===== config.mk =====
export PLATFORM = sky130hd
export DESIGN_NAME = gray_to_binary_serial
export DESIGN_NICKNAME = d
export VERILOG_FILES = /design/src/rtl/gray_to_binary_serial.sv
export SDC_FILE = /design/constraint.sdc
export NUM_CORES = 1
export LEC_CHECK = 0
export BUFFER_PORTS_ARGS = -buffer_cell sky130_fd_sc_hd__buf_2
export CAP_MARGIN = 10
export CORE_AREA = 2 2 56 58
export CTS_CLUSTER_DIAMETER = 50
export DETAILED_ROUTE_END_ITERATION = 10
export DIE_AREA = 0 0 58 60
export HOLD_SLACK_MARGIN = 0.05
export MAX_ROUTING_LAYER = met4
export PLACE_DENSITY = 0.72
export SYNTH_ARGS = -nofsm -noshare
export SYNTH_HDL_FRONTEND = slang
export SYNTH_SLANG_ARGS = --single-unit

===== constraint.sdc =====
create_clock -name clk -period 1.8 [get_ports clk]
set_clock_uncertainty 0.05 [all_clocks]
set_input_delay 0.36 -clock clk [delete_from_list [all_inputs] [get_ports clk]]
set_output_delay 0.36 -clock clk [all_outputs]
set_load 0.01 [all_outputs]

===== src/rtl/gray_to_binary_serial.sv =====
// Serial decoder for the LSB-anchored gray code: one result bit per clock, LSB first,
// with a valid/ready handshake on both the input word and the decoded output word.
//
// state   | meaning
// --------+--------------------------------------------------------------
// IDLE    | waiting for a word; in_ready = 1
// CONVERT | resolving one result bit per cycle at bit_idx; busy = 1
// DONE    | binary_out holds the result; out_valid = 1 until out_ready
module gray_to_binary_serial #(
    parameter int WIDTH = 8
) (
    input  logic             clk,
    input  logic             rst,
    input  logic             in_valid,
    output logic             in_ready,
    input  logic [WIDTH-1:0] gray_in,
    output logic             out_valid,
    input  logic             out_ready,
    output logic [WIDTH-1:0] binary_out,
    output logic             busy
);

    localparam int IDX_W = $clog2(WIDTH);
    localparam logic [IDX_W-1:0] LAST_IDX = IDX_W'(WIDTH - 1);

    typedef enum logic [1:0] {
        IDLE    = 2'd0,
        CONVERT = 2'd1,
        DONE    = 2'd2
    } state_t;

    state_t           state;
    state_t           state_nxt;
    logic [WIDTH-1:0] gray_q;
    logic [WIDTH-1:0] res_q;
    logic [WIDTH-1:0] res_nxt;
    logic [IDX_W-1:0] bit_idx;
    logic             prev_bit;
    logic             bit_now;
    logic             accept;
    logic             last_bit;

    assign accept   = (state == IDLE) && in_valid;
    assign last_bit = (state == CONVERT) && (bit_idx == LAST_IDX);

    always_ff @(posedge clk) begin
        if (rst) begin
            state <= IDLE;
        end else begin
            state <= state_nxt;
        end
    end

    always_comb begin
        state_nxt = state;
        case (state)
            IDLE: begin
                if (in_valid) begin
                    state_nxt = CONVERT;
                end
            end
            CONVERT: begin
                if (bit_idx == LAST_IDX) begin
                    state_nxt = DONE;
                end
            end
            DONE: begin
                if (out_ready) begin
                    state_nxt = IDLE;
                end
            end
            default: state_nxt = IDLE;
        endcase
    end

    always_comb begin
        in_ready  = 1'b0;
        busy      = 1'b0;
        out_valid = 1'b0;
        case (state)
            IDLE:    in_ready  = 1'b1;
            CONVERT: busy      = 1'b1;
            DONE:    out_valid = 1'b1;
            default: in_ready  = 1'b0;
        endcase
    end

    // prev_bit starts at 0 so bit 0 resolves to the captured gray bit itself.
    always_comb begin
        bit_now          = gray_q[bit_idx] ^ prev_bit;
        res_nxt          = res_q;
        res_nxt[bit_idx] = bit_now;
    end

    always_ff @(posedge clk) begin
        if (rst) begin
            gray_q     <= '0;
            res_q      <= '0;
            bit_idx    <= '0;
            prev_bit   <= 1'b0;
            binary_out <= '0;
        end else if (accept) begin
            gray_q   <= gray_in;
            res_q    <= '0;
            bit_idx  <= '0;
            prev_bit <= 1'b0;
        end else if (state == CONVERT) begin
            res_q    <= res_nxt;
            prev_bit <= bit_now;
            if (last_bit) begin
                binary_out <= res_nxt;
            end else begin
                bit_idx <= bit_idx + 1'b1;
            end
        end
    end

endmodule


==> flow_summary_export.csv <==
group,metric,value,unit
pwr,p_switching,311,µW
grt,grt_usage,20.4,%
synthesis,syn_inst,150,
pwr,p_comb_share,14.0,%
synthesis,synth_top_family_by_area,"simple AND/OR/NAND/NOR gates",
synthesis,syn-num-nets,164,
setup_path,end_kind,"flip-flop",
placed_design,io_buffers,22,
detailed_routing,drc,0,
placed_design,dpl.hpwl,2120,µm
grt,grt_max_degree,19,
grt,antenna_found_initial,0,
cts,clk-insertion-delay-late,0.32,ns
synthesis,synth_xor_area_share,1.96,%
synthesis,ys_seq_elements,30,
timing,relSlewSlack,59.8,%
pwr,pwr-share-clk,29.2,%
timing,max_freq,0.572,GHz
pwr,p_leak,0.000675,µW
die,ios,23,
synthesis,synth-simple-area-share,23.4,%
synthesis,synth_compound_area_share,16.6,%
final_layout,seq_area,606,µm²
timing,finalMaxSlewViolations,0,
synthesis,synth_top_cell_area_share,44.7,%
grt,grt_pass1_wl,5090,µm
synthesis,synthAdderAreaFrac,1.86,%
final_layout,diodes,0,
cts,cts_root_buf,"clkbuf_4",
pwr,vdd_ir_drop_max,654,µV
final_layout,final_cell_mix,"nand2_1, dfxtp_1, buf_2, buf_4",
pwr,p_int,902,µW
placed_design,placedCellCount,208,
synthesis,synthMuxAreaShare,8.85,%
die,row_count,20,
cts,cts_max_path_buffers,2,
detailed_routing,antenna_left,0,
synthesis,synth_warnings,0,
worst_hold_path,min_path_type,"primary input to flip-flop",
timing,grt_setup_unrepaired,"yes",
die,start_util,46.3,%
timing,hold_ws,0.218,ns
cts,cts_buffers,5,
cts,cts.htree.levels,2,
final_layout,layout_commonest_cell,"nand2_1",
die,core_region_area,2900,µm²
detailed_routing,drtIter0Drc,32,
timing,finalCritPeriodShare,97.1,%
setup_path,worstSetupPathType,"flip-flop to flip-flop",
final_layout,fin_area,1670,µm²
timing,hold_violations,0,
placed_design,place.gp.congestion,0.814,
flow_run,cap_viol_max_count,0,
die,dieArea,3480,µm²
outcome,outcome,"completed",
synthesis,ys_types,30,
detailed_routing,drtPass1Iterations,4,
synthesis,synth_area_leaders,"dfxtp_1, nand2_1, a32o_1, mux2i_1, a21oi_1",
final_layout,areaGrowthSynthToFinish,24.0,%
die,die_h,60,µm
cts,cts.reportedPaths.clkPinSlew,0.08,ns
setup_path,critPathLaunchType,"flip-flop",
synthesis,synth_top_area_cell,"dfxtp_1",
pwr,power_density,729,nW/µm²
timing,worst_pin_slew,0.600,ns
placed_design,dpl_cell_area,1530,µm²
final_layout,stdcell_count,218,
detailed_routing,drt_wl_total,2960,µm
synthesis,synthesis.area,1340,µm²
final_layout,drive_gt1_share,29.7,%
setup_path,cp.required,2.01,ns
timing,min_period,1.75,ns
detailed_routing,wl_per_cell,13.6,µm
pwr,switching_share,25.6,%
setup_path,crit_arrival,1.96,ns
timing,setup_violations,0,
grt,grt.overflow.total,0,
cts,clock_sinks,30,
die,die_w,58,µm
final_layout,multi_input_area,762,µm²
setup_path,crit_fanout,4,
final_layout,nFillCells,279,
pwr,power_frac_seq,56.8,%
grt,grt_pass1_vias,1146,
detailed_routing,viasPerCell,5.38,
cts,cts_tree,"done",
synthesis,syn_avg_cell_area,8.95,µm²
final_layout,final_nets,199,
synthesis,seq_area_frac_synth,44.7,%
detailed_routing,vias,1172,
[cells by family after synthesis]
group / count (synthesis)
muxes: 10
and+or+nand+nor: 69
buffers and inverters: 7
adders and majority gates: 2
DFF: 30
AOI/OAI and AO/OA: 29
xor gates and xnor gates: 3
[worst max-delay path, stage by stage, from the launching register on]
cell	delay [ns]
dfxtp_2	0.34
mux4_2	0.57
a221oi_4	0.26
xnor2_2	0.20
mux2i_1	0.12
o21ai_1	0.14
[synthesized netlist by cell type]
cell / count
and2_0: 1
a21oi_1: 10
a221o_1: 4
and3b_1: 1
o21ai_0: 4
buf_6: 1
xnor2_1: 3
mux2_2: 2
mux4_2: 1
dfxtp_1: 30
nand3b_1: 1
ha_1: 2
and3_1: 1
nand2b_1: 2
nor2b_1: 6
a21oi_2: 1
nor4b_1: 1
and2_1: 2
nand2_1: 36
nor2_1: 12
buf_2: 1
a32o_1: 8
mux2i_2: 1
nor3b_1: 1
a22o_1: 1
or2_1: 1
a221oi_2: 1
clkbuf_1: 5
mux2i_1: 6
nor3_1: 4
[stage by stage]
stage                     total power (µW)  setup TNS, ns  utilization, %  worst slack [ns]
final                                 1210              0            57.4            0.0517
after global routing                  1290        -0.0821            57.4           -0.0270
after CTS                             1210              0            54.8            0.0113
after detailed placement               853        -0.0308            52.8           -0.0154
after global placement                 847              0            52.8            0.0364
after floorplan                        802              0               -           0.00614
[registers in the layout, indices dropped and copies added (netlist names)]
register and cells:
prev_bit 1, state 2, gray_q 8, res_q 8, binary_out 8, bit_idx 3
[layout make-up]
cell class / instances / share of cell area (%)
Multi-Input combinational cell: 113 / 45.8
Timing Repair Buffer: 35 / 12.7
Clock buffer: 7 / 2.70
Tap cell: 33 / 2.48
Sequential cell: 30 / 36.4
[repair_timing]
item,CTS,global route
setup endpoints to repair,17,18
hold buffers,0,0
gates resized for setup,3,17
pin swaps,0,12
cloned,0,1
setup buffers,0,2
[power by group through the flow]
stage	clock network (µW)	logic, µW	registers, µW
after floorplan	0	99.7	702
after global placement	0	142	705
after detailed placement	0	147	706
after CTS	369	152	691
after global routing	406	188	693
final	354	169	690
[routing by layer]
metal  wire [µm]  vias up  part of all wire, %  track usage (%)
met4          91        0                  3.1             14.3
met1        1290      515                   43             22.5
met2        1410       48                   48             32.5
met5           0        -                    0                -
met3         170       10                  5.8             4.76
li1            -      599                    -                -
[path summary, 6_finish.rpt]
path,start,endpoint,slack [ns],cells after the start
setup reg to reg,bit_idx[0],binary_out[7],0.05,5
setup / recovery,bit_idx[0],binary_out[7],0.05,5
hold / removal,gray_in[6],gray_q[6],0.22,3
hold reg to reg,binary_out[6],binary_out[6],0.40,2
Power figures use the tool's default switching activity.
